$ cat src/rtl/snd_mix_seq.sv
// Time-multiplexed audio mixer: snapshots NUM_CH PCM sources on each sample tick,
// runs one shared multiplier through a per-channel MAC pass and a master-volume pass.
module snd_mix_seq #(
    parameter int NUM_CH = 4
) (
    input  logic                  clk,
    input  logic                  rst_n,
    input  logic                  sample_tick,
    input  logic [16*NUM_CH-1:0]  ch_pcm,
    input  logic [8*NUM_CH-1:0]   ch_gain,
    input  logic [NUM_CH-1:0]     ch_en,
    input  logic [7:0]            master_vol,
    input  logic                  clr_overrun,
    output logic [15:0]           pcm_out,
    output logic                  pcm_valid,
    output logic                  clip,
    output logic                  busy,
    output logic                  overrun
);

    localparam int ACC_W = 25 + $clog2(NUM_CH) + 1;
    localparam int IDX_W = (NUM_CH > 1) ? $clog2(NUM_CH) : 1;
    localparam logic signed [ACC_W-1:0] SAT_MAX = 32767;
    localparam logic signed [ACC_W-1:0] SAT_MIN = -32768;

    typedef enum logic [1:0] {IDLE, MAC, MASTER} state_t;

    state_t                   state, state_nx;
    logic [16*NUM_CH-1:0]     snap_pcm;
    logic [8*NUM_CH-1:0]      snap_gain;
    logic [NUM_CH-1:0]        snap_en;
    logic [7:0]               snap_vol;
    logic [IDX_W-1:0]         ch_idx;
    logic                     last_ch;
    logic signed [ACC_W-1:0]  acc;
    logic signed [ACC_W-1:0]  mix;
    logic signed [15:0]       sat;
    logic                     clip_n;
    logic signed [15:0]       mul_a;
    logic signed [8:0]        mul_b;
    logic signed [24:0]       prod;

    assign busy    = (state != IDLE);
    assign last_ch = (ch_idx == IDX_W'(NUM_CH - 1));
    assign mix     = acc >>> 8;

    always_comb begin
        sat    = mix[15:0];
        clip_n = 1'b0;
        if (mix > SAT_MAX) begin
            sat    = 16'sh7FFF;
            clip_n = 1'b1;
        end else if (mix < SAT_MIN) begin
            sat    = -16'sd32768;
            clip_n = 1'b1;
        end
    end

    // Single shared multiplier; operands selected by phase.
    always_comb begin
        mul_a = snap_pcm[16*ch_idx +: 16];
        mul_b = {1'b0, snap_gain[8*ch_idx +: 8]};
        if (state == MASTER) begin
            mul_a = sat;
            mul_b = {1'b0, snap_vol};
        end
    end

    assign prod = mul_a * mul_b;

    always_ff @(posedge clk or negedge rst_n) begin
        if (!rst_n) state <= IDLE;
        else        state <= state_nx;
    end

    always_comb begin
        state_nx = state;
        case (state)
            IDLE:    if (sample_tick) state_nx = MAC;
            MAC:     if (last_ch) state_nx = MASTER;
            MASTER:  state_nx = IDLE;
            default: state_nx = IDLE;
        endcase
    end

    always_ff @(posedge clk or negedge rst_n) begin
        if (!rst_n) begin
            snap_pcm  <= '0;
            snap_gain <= '0;
            snap_en   <= '0;
            snap_vol  <= '0;
            ch_idx    <= '0;
            acc       <= '0;
            pcm_out   <= '0;
            clip      <= 1'b0;
            pcm_valid <= 1'b0;
        end else begin
            pcm_valid <= 1'b0;
            case (state)
                IDLE: begin
                    if (sample_tick) begin
                        snap_pcm  <= ch_pcm;
                        snap_gain <= ch_gain;
                        snap_en   <= ch_en;
                        snap_vol  <= master_vol;
                        acc       <= '0;
                        ch_idx    <= '0;
                    end
                end
                MAC: begin
                    if (snap_en[ch_idx]) acc <= acc + {{(ACC_W-25){prod[24]}}, prod};
                    if (!last_ch) ch_idx <= ch_idx + 1'b1;
                end
                MASTER: begin
                    pcm_out   <= prod[23:8];
                    clip      <= clip_n;
                    pcm_valid <= 1'b1;
                end
                default: ;
            endcase
        end
    end

    always_ff @(posedge clk or negedge rst_n) begin
        if (!rst_n)                    overrun <= 1'b0;
        else if (sample_tick && busy)  overrun <= 1'b1;
        else if (clr_overrun)          overrun <= 1'b0;
    end

endmodule

$ cat config.mk
export PLATFORM = sky130hd
export DESIGN_NAME = snd_mix_seq
export DESIGN_NICKNAME = d
export VERILOG_FILES = /design/src/rtl/snd_mix_seq.sv
export SDC_FILE = /design/constraint.sdc
export NUM_CORES = 1
export LEC_CHECK = 0
export BUFFER_PORTS_ARGS = -buffer_cell sky130_fd_sc_hd__buf_2
export CORE_MARGIN = 2
export CORE_UTILIZATION = 30
export CTS_CLUSTER_SIZE = 40
export DETAILED_ROUTE_END_ITERATION = 10
export GPL_TIMING_DRIVEN = 0
export MAX_ROUTING_LAYER = met4
export SKIP_LAST_GASP = 1
export SYNTH_ARGS = -nofsm -noshare
export SYNTH_HDL_FRONTEND = slang
export SYNTH_SLANG_ARGS = --single-unit
$ cat constraint.sdc
create_clock -name clk -period 7.5 [get_ports clk]
set_input_delay 0.75 -clock clk [delete_from_list [all_inputs] [get_ports clk]]
set_output_delay 0.75 -clock clk [all_outputs]
set_load 0.005 [all_outputs]
After elaboration in Yosys (flattened, before gate mapping) --
Cells that the tools add are included.
Operators by class: add/subtract/negate cells 2, multiply operators 1, magnitude comparators 3, equality and inequality tests 7, shifts and indexed selects 2, mux-type cells 20, reductions and logical operators 9
Operators by type and width (number):
- 64-bit by 7-bit variable part select with 16-bit output | 1
- 28-bit 2-to-1 mux | 2
- 28-bit one-hot mux with 2 select lines | 1
- 16-bit 2-to-1 mux | 3
- 32-bit by 6-bit variable part select with 8-bit output | 1
- 28-bit adder | 1
- 16-bit by 9-bit multiplier with 25-bit output | 1
- 20-bit by 16-bit greater-than comparator with 1-bit output (second input constant) | 1
- 20-bit by 16-bit less-than comparator with 1-bit output (second input constant) | 1
- 2-bit 2-to-1 mux | 4
- 8-bit 2-to-1 mux | 1
- 2-bit != test (second input constant) | 4
- 2-bit one-hot mux with 2 select lines | 2
- 1-bit 2-to-1 mux | 6
- 3-bit AND reduction | 2
- 2-bit nonzero test | 3
- 2-bit equality test (second input constant) | 2
- 2-bit AND reduction | 2
- 2-bit by 3-bit less-than comparator with 1-bit output (second input constant) | 1
- 2-bit by 1-bit adder with 2-bit output (second input constant) | 1
- 1-bit binary-select mux with 2-bit select | 1
- 2-bit by 1-bit equality test with 1-bit output (second input constant) | 1
- 2-bit logical NOT | 1
- 1-bit logical AND | 1
Word-level totals: bits in registers 159, input port bits 112, output and inout port bits 20, logic and storage cells 55

Logic depth before layout (Yosys ltp) --
Gate-level depths: netlist (run 1).
depth after elaboration 8, depth in mapped cells 35, gate-level depth less buffers 34

Worst setup path after synthesis (run 1) --
No wires, ideal clock.
path type reg2reg, from register ch_idx[0], to register acc[27], library setup time 0.126 ns, data arrival time 8.017 ns, data required time 7.374 ns, slack -0.643 ns, stages on the path, launching flop included 30, buffers on the path 3, period minus slack after synthesis 8.143 ns, cells stage by stage dfrtp_1 -> clkbuf_1 -> buf_2 -> mux4_2 -> mux2i_1 -> clkbuf_1 -> nor2_1 -> ha_1 -> fa_1 -> fa_1 -> inv_1 -> fa_1 -> inv_1 -> ha_1 -> and4_4 -> a221oi_4 -> nand2_2 -> a31o_4 -> a2111oi_4 -> nor3_2 -> or3_1 -> ha_1 -> a21oi_1 -> nand2_1 -> and4_1 -> o211ai_1 -> o2111ai_1 -> or4_4 -> a32oi_1 -> o21ai_1
On the way: word-level cells in the longest chain between the ends 6, elaborated cells on any way between the ends 12, classes of those cells add/sub: 1; mul: 1; eq/ne: 1; shift: 2; mux: 6; reduce/logical: 1
Ends and longest elaborated chain:
- start, declared | line 33 | logic [IDX_W-1:0] ch_idx;
- start signal, assigned | line 112 | if (!last_ch) ch_idx <= ch_idx + 1'b1;
- 64-bit by 7-bit variable part select with 16-bit output / 32-bit by 6-bit variable part select with 8-bit output (equally long branches) | line 61, 62
- 16-bit 2-to-1 mux / 8-bit 2-to-1 mux (equally long branches) | line 63 | if (state == MASTER) begin
- 16-bit by 9-bit multiplier with 25-bit output | line 69 | assign prod = mul_a * mul_b;
- 28-bit adder | line 111 | if (snap_en[ch_idx]) acc <= acc + {{(ACC_W-25){prod[24]}}, prod};
- 28-bit 2-to-1 mux | line 111
- 28-bit one-hot mux with 2 select lines | line 99 | case (state)
- end signal, assigned | line 111
- end, declared | line 35 | logic signed [ACC_W-1:0] acc;
Several ways; a longest one is shown, not always the timed one. The select of a mux whose other input is x is not followed. A chain may end at the register's enable or synchronous reset.

Final worst setup path (run 1) --
from register ch_idx[0], to register acc[27]
On the way: word-level cells in the longest chain between the ends 6, elaborated cells on any way between the ends 12, classes of those cells add/sub: 1; mul: 1; eq/ne: 1; shift: 2; mux: 6; reduce/logical: 1
Ends and longest elaborated chain:
- 64-bit by 7-bit variable part select with 16-bit output / 32-bit by 6-bit variable part select with 8-bit output (equally long branches) | line 61, 62
- 16-bit 2-to-1 mux / 8-bit 2-to-1 mux (equally long branches) | line 63
- 16-bit by 9-bit multiplier with 25-bit output * | line 69
- net prod[21] | line 41 | logic signed [24:0] prod;
- 28-bit adder * | line 111
- 28-bit 2-to-1 mux * | line 111
- 28-bit one-hot mux with 2 select lines * | line 99
Mark *: on every way through the listed nets, which the timed path passes. The rest lies on a longest branch. The select of a mux whose other input is x is not followed.

==> results of run 1 <==
logic make-up after synthesis:
| family | after synthesis | share of synthesized area [%] |
|---|---|---|
| multiplexers | 35 | 5.20 |
| AO/OA/AOI/OAI | 178 | 9.12 |
| flip-flops | 159 | 31.0 |
| buffers and inverters | 231 | 6.77 |
| AND/OR/NAND/NOR | 667 | 21.9 |
| XOR/XNOR | 35 | 2.39 |
| adder cells (fa/ha/maj) | 181 | 23.6 |
critical path, delay by kind of cell, from the launching register on:
kind	cells	cell delay (ns)
AND/OR/NAND/NOR	2	0.52
buffers and inverters	7	0.73
XOR/XNOR	1	0.21
multiplexers	1	0.58
adder cells (fa/ha/maj)	6	2.60
AO/OA/AOI/OAI	14	2.79
flip-flops	1	0.39
worst paths after layout:
check,startpoint,to,slack [ns],cells past startpoint
max in group asynchronous,rst_n,acc[11],6.35,2
max reg2reg,ch_idx[0],acc[27],-0.46,31
min,rst_n,snap_gain[30],0.25,1
min in group clk,pcm_out[2],pcm_out[2],0.47,2
min reg2reg,pcm_out[2],pcm_out[2],0.47,2
max,ch_idx[0],acc[27],-0.46,31
cell type report:
type                            instances  area share [%]
Buffer                                 51            2.15
Multi-Input combinational cell       1096            54.0
Timing Repair Buffer                  204            7.98
Clock buffer                           18            2.60
Sequential cell                       159            24.1
Inverter                              179            4.09
Clock inverter                         14            1.01
Tap cell                              539            4.08
per-stage QoR:
stage / setup TNS, ns / util, %
6_report: -1.49 / 39.2
3_5_place_dp: -9.04 / 34.0
3_3_place_gp: -8.47 / 33.9
2_1_floorplan: 0 / -
4_1_cts: -0.658 / 38.1
5_1_grt: -3.47 / 39.2
registers in the layout, summed over array words and instances, names as in the netlist:
name       count
ch_idx         2
snap_gain     32
pcm_out       16
overrun        1
snap_vol       8
snap_en        4
state          2
pcm_valid      1
snap_pcm      64
acc           28
clip           1
routing by layer:
| metal | up-vias | wire length, um | track usage (%) |
|---|---|---|---|
| met5 | - | 0 | - |
| met4 | 0 | 684 | 4.23 |
| met3 | 56 | 2200 | 2.81 |
| met2 | 371 | 18000 | 28.6 |
| met1 | 5442 | 17900 | 24.5 |
| li1 | 5218 | - | - |
what timing repair did:
action	CTS	global route
hold endpoints to repair	0	0
gates cloned	3	0
resized for setup	146	68
pin swaps	60	68
buffers inserted	44	27
setup endpoints to repair	15	11
layout by cell type, fill, tap and decap left out, drive strengths merged, types with 14 or more instances in the layout:
| cell type | synthesis | final |
|---|---|---|
| fa | 103 | 103 |
| a21o | 22 | 22 |
| nand2b | 36 | 36 |
| dfrtp | 159 | 159 |
| a21oi | 42 | 42 |
| xnor2 | 24 | 24 |
| nand3 | 27 | 27 |
| nor2b | 15 | 15 |
| nor3 | 14 | 14 |
| mux4 | 25 | 25 |
| o21ai | 53 | 53 |
| inv | 178 | 185 |
| buf | 6 | 208 |
| nor2 | 87 | 87 |
| clkbuf | 46 | 64 |
| ha | 78 | 78 |
| nand2 | 446 | 446 |
==> run summary, run 1 <==
The run gives -0.457 ns as the slack of the critical path. The worst setup path is launched from a flop. The maximum count of clock buffers along a single path was 2; the largest net degree at the start of global routing was 85.

Synthesis produced a netlist whose cell count is 1486. The final reports fail on setup timing. In the final layout, the multi-input gates occupy 8930 sq um. In this run the standard cell core region covers 42100 sq um. The tool flagged a number of max-cap violations equal to 0.

TritonCTS built the clock tree. The average vias per placed instance is 4.91. Summing all non-filler instances in the final layout gives an area of 16500 sq um. The placed instance area was 14300 sq um. Based on the critical path, the design can be clocked at up to 0.126 GHz. Timing analysis after detailed placement gives a worst setup slack of -1.26 ns. The flow ran to the end, but the final reports show violations. Maximum single-stage delay on the critical path: 0.58 ns. Clock edge transition at the registers on the reported setup and hold paths: 0.08 ns. The part of the Yosys area used for sequential elements was 31.0%; the number of standard cells in the layout, taps in and fillers out was 2260.

The residual antenna-violating net count after detailed routing came out at 0. The pre-antenna-repair detailed-routing pass consisted of 7 iterations. The first routing iteration left 798 violations. The area growth from synthesis to layout is 28.6%. The ratio of cells with drive above 1 in the final layout works out to 25.1%.

The number of clock sinks was 159. Synthesized area: 12900 sq um. The tools report the insertion delay of the later-clocked pin in the worst-skew pair as 0.46 ns. The starting density of the core is 30.5%. Once placement completed, the tool counted placed cells totaling 2157.

Counting instances in the post-synthesis netlist gives the leading cell types as nand2_1 (445), inv_1 (178), dfrtp_1 (159), fa_1 (103), nor2_1 (87). The count of buffers added on input and output ports is 131. The top-level I/O count came out at 132.

The final weighted congestion of routability-driven global placement is 0.859. Counting every net in the synthesized netlist gives 1779. The tools report the root buffer cell as clkbuf_16. Area enclosed by the die boundary: 44500 sq um. Summed over its instances, the top area cell type makes up 31.0% of the synthesized netlist area. Worst path required time: 7.84 ns. The number of global-route vias before repair is 11352. Wire length per cell after detailed routing: 17.2 um. nand2_1 is the most common cell in the netlist. Sequential cell area in the final layout: 3980 sq um. The count of final max-slew check failures is 0, and the data arrival time of the critical path is 8.29 ns. Row generation in the floorplan step produced 75 rows. The floorplan die width came out at 211 um.

The number of flops mapped to enable cells by yosys works out to 0. Setup repair after global routing could not meet its margin everywhere. The final layout contains 2001 nets.

After detailed routing, the number of remaining DRC violations is 0. Summed over all layers, the global routing overflow is 0. The min-delay analysis places its worst path in the category input port to asynchronous set/reset pin. For the number of filler cells placed in the layout, the log shows 4125. The final-report setup violation count was 6. Slowest library cell on the worst path: mux4_2. Global routing consumed, over all layers together, 18.1% of the routing resources. The largest total area in the synthesized netlist belongs to dfrtp_1. Kind of end point of the critical path: a flop. The worst pin sits at a relative slew slack of 54.8%. The post-synthesis sequential element count is 159, and the final clock period utilization by the worst path is 106%. Time the final worst path needs with I/O delays and setup: 7.96 ns. After synthesis, the cell types taking the most area are dfrtp_1 (31%), fa_1 (16%), nand2_1 (13%). Number of vias after detailed routing: 11087. For the number of inserted diodes, the log shows 0.

Number of failing hold endpoints at the final stage: 0. Measured along the y axis, the die boundary spans 211 um. The tools report the first-pass GRT wire length as 60900 um.

The HPWL after detailed placement is 28800 um. In this run, post-CTS hold repair placed 0 buffers. During synthesis, Yosys emitted a total of 0 warnings. The average instance in the mapped netlist occupies 8.65 sq um. TritonCTS created 17 clock buffers. The initial antenna violation count was 0; the peak fanout along the critical path was 7. The share of flip-flops with an asynchronous set or reset is 100%, and the distinct cell type count after synthesis is 60. The clock tree synthesis step divided the H-tree into 4 levels.

For this run, the leading register cell type out of synthesis is dfrtp_1. The cell that appears most often on the critical path is fa_1. Hold is met by 0.251 ns. The pin slew with the least headroom to its limit came out at 0.679 ns.

The post-detailed-routing wire length came out at 38800 um. The critical path start-end classification is flop to flop. Across the routed clock network, the largest skew measured is 0.0205 ns.
Power of run 1 is not shown: default switching activity piles up to over one toggle a cycle in this logic, so the estimate is an artifact.
==> run 2, diff against run 1 <==
- CORE_UTILIZATION: 30 -> 40
- PLACE_DENSITY: unset -> 0.72
==> run summary, run 2 (synthesis results as in run 1) <==
The run finished, with violations left. The final reports fail on setup timing. The setup path with the least slack is of type flop to flop. The path class of the lowest-slack min-delay path is input port to asynchronous set/reset pin. The worst path required time came out at 7.81 ns (-0.03 ns). Final clock period utilization by the worst path: 105% (-1.2 points).

The total CTS buffers is 17 (unchanged). The tools report the maximum achievable frequency as 0.127 GHz (+1.1%). The logs give 132 (unchanged) for the top-level I/O count and 0 (unchanged) for the final routed DRC violation total. The final-report setup violation count was 5 (-1); the number of clock sinks was 159 (unchanged). For the initial antenna violation count, the log shows 1 (+1). Setup repair after global routing could not meet its margin everywhere.

The time the final worst path needs with I/O delays and setup works out to 7.87 ns (-0.0904 ns). The residual antenna-violating net count after detailed routing is 0 (unchanged). The ratio of cells with drive above 1 in the final layout is 22.3% (-2.8 points), and the total congestion overflow is 0 (unchanged).

The commonest non-fill, non-tap cell in the layout was nand2_1. The floorplan die width is 183 um (-13%). The average vias per placed instance was 5.31 (+8.2%); the number of maximum-capacitance constraint violations was 0 (unchanged). The number of vias after detailed routing was 11202 (+1.0%); the clock edge transition at the registers on the reported setup and hold paths was 0.08 ns (about the same).

STA classifies the critical path endpoint as a flop. The worst slack at placement is -1.25 ns (+0.0116 ns), and the detailed-routing iteration count for the pre-antenna-repair pass is 5 (-2). The wire length per cell after detailed routing came out at 17.5 um (+2.3%).

The tools report the insertion delay of the later-clocked pin in the worst-skew pair as 0.44 ns (-0.02 ns). The core region area is 31600 sq um (-25%), and the post-detailed-routing wire length is 37000 um (-4.5%). The number of flip-flops under the largest register name was 64 (unchanged). The number of global-route vias before repair came out at 11560 (+1.8%). In this run the clock root is driven by a clkbuf_16. The combined global-route utilization of all metal layers was 23.4% (+5.3 points). The total of buffers placed on input and output ports is 131 (unchanged). The tightest slew margin relative to the limit is 55.0% (+0.21 points), and the area enclosed by the die boundary is 33600 sq um (-25%). The worst setup skew after layout came out at 0.0161 ns (-0.00436 ns). Maximum single-stage delay on the critical path: 0.56 ns (-0.02 ns).

Post-cts hold buffer count: 0 (unchanged). The largest net degree at the start of global routing was 90 (+5.9%); the number of failing hold endpoints at the final stage was 0 (unchanged). TritonCTS built the clock tree. The count of routing violations after the opening detailed-route iteration is 855 (+7.1%). The count of final max-slew check failures was 0 (unchanged). The HPWL after detailed placement is 27300 um (-5.3%). The largest registers in the layout are snap_pcm (64), snap_gain (32), acc (28). The nature of the critical path startpoint was a flop. Peak fanout along the critical path: 10 (+3).

The vertical die dimension was 183 um (-13%); the H-tree depth was 4 (unchanged). The area growth from synthesis to layout is 23.8%. The final weighted congestion of routability-driven global placement came out at 0.921 (+7.2%).

Among all stages on the critical path, the largest delay is contributed by fa_1. The register-to-register setup slack came out at -0.37 ns (+0.09 ns). The data arrival time of the critical path is 8.18 ns (-0.11 ns), and the maximum count of clock buffers along a single path is 2 (unchanged). Most prevalent standard cell on the critical path: fa_1. Leaving out fill and tap cells, the most frequent cells in the layout are nand2_1 (441), inv_1 (173), dfrtp_1 (158). The starting density of the core came out at 40.6% (+10 points). The pin slew with the least headroom to its limit came out at 0.676 ns (-0.00316 ns).

For the first-pass GRT wire length, the log shows 59800 um (-1.9%). The net count reported at finish came out at 1987 (-0.70%). For the slack of the critical path, the log shows -0.367 ns (+0.0904 ns).

The top register by number of flip-flops was snap_pcm. The row count came out at 65 (-13%).
[run 2: changes by cell type in the layout (fill, tap and decap cells not counted), moves of 6 or more]
cell / change
buf_6: -7
a21oi_2: -6
ha_1: +7
inv_1: +9
a21oi_1: +6
inv_2: -9
[run 2: worst paths after layout]
path                                     from       endpoint  cells after the start
worst max-delay path                ch_idx[0]        acc[27]                     30
worst min-delay path                    rst_n  snap_gain[29]                      1
worst max register to register      ch_idx[0]        acc[27]                     30
worst min register to register  snap_gain[31]  snap_gain[31]                      2
max in group asynchronous               rst_n   snap_pcm[42]                      2
min in group clk                snap_gain[31]  snap_gain[31]                      2
[run 2: area by class of cell]
type	count	area [sq um]
Antenna cell	1	2.50
Clock buffer	19	433
Inverter	179	677
Sequential cell	159	3980
Timing Repair Buffer	190	1150
Fill cell	2823	15700
Multi-Input combinational cell	1096	8690
Tap cell	402	503
Buffer	51	340
Clock inverter	13	145
[run 2: metal layers]
metal  vias up  share of wire [%]  global-route usage (%)
li1       5183                  -                       -
met1      5472                 43                    30.6
met2       475                 47                    38.0
met3        72                7.5                    3.51
met4         0                2.1                    6.37
met5         -                  0                       -
[run 2: critical path, delay by kind of cell, from the launching register on]
kind | cells | cell delay (ns)
compound gates | 8 | 1.65
mux | 1 | 0.37
simple gates | 10 | 1.97
flops | 1 | 0.42
fa+ha+maj | 6 | 2.64
buf+inv | 5 | 0.68
[run 2: metrics by stage]
stage | hold WS, ns | cells | cell area, sq um | utilization (%) | setup TNS (ns)
5_1_grt | 0.292 | 2110 | 15900 | 50.3 | -3.06
2_1_floorplan | 0.440 | 1486 | 13000 | - | 0
3_3_place_gp | 0.452 | 2019 | 14100 | 44.6 | -6.45
4_1_cts | 0.280 | 2091 | 15600 | 49.2 | -0.562
3_5_place_dp | 0.461 | 2020 | 14200 | 44.8 | -7.83
6_report | 0.253 | 2110 | 15900 | 50.3 | -1.01
[run 2: timing repair]
action | CTS | global route
hold endpoints to repair | 0 | 0
setup buffers | 38 | 18
gates cloned | 2 | 0
resized for setup | 111 | 49
pin swaps | 32 | 32
endpoints found under the setup margin | 14 | 11
Power of run 2 is left out for the same reason.
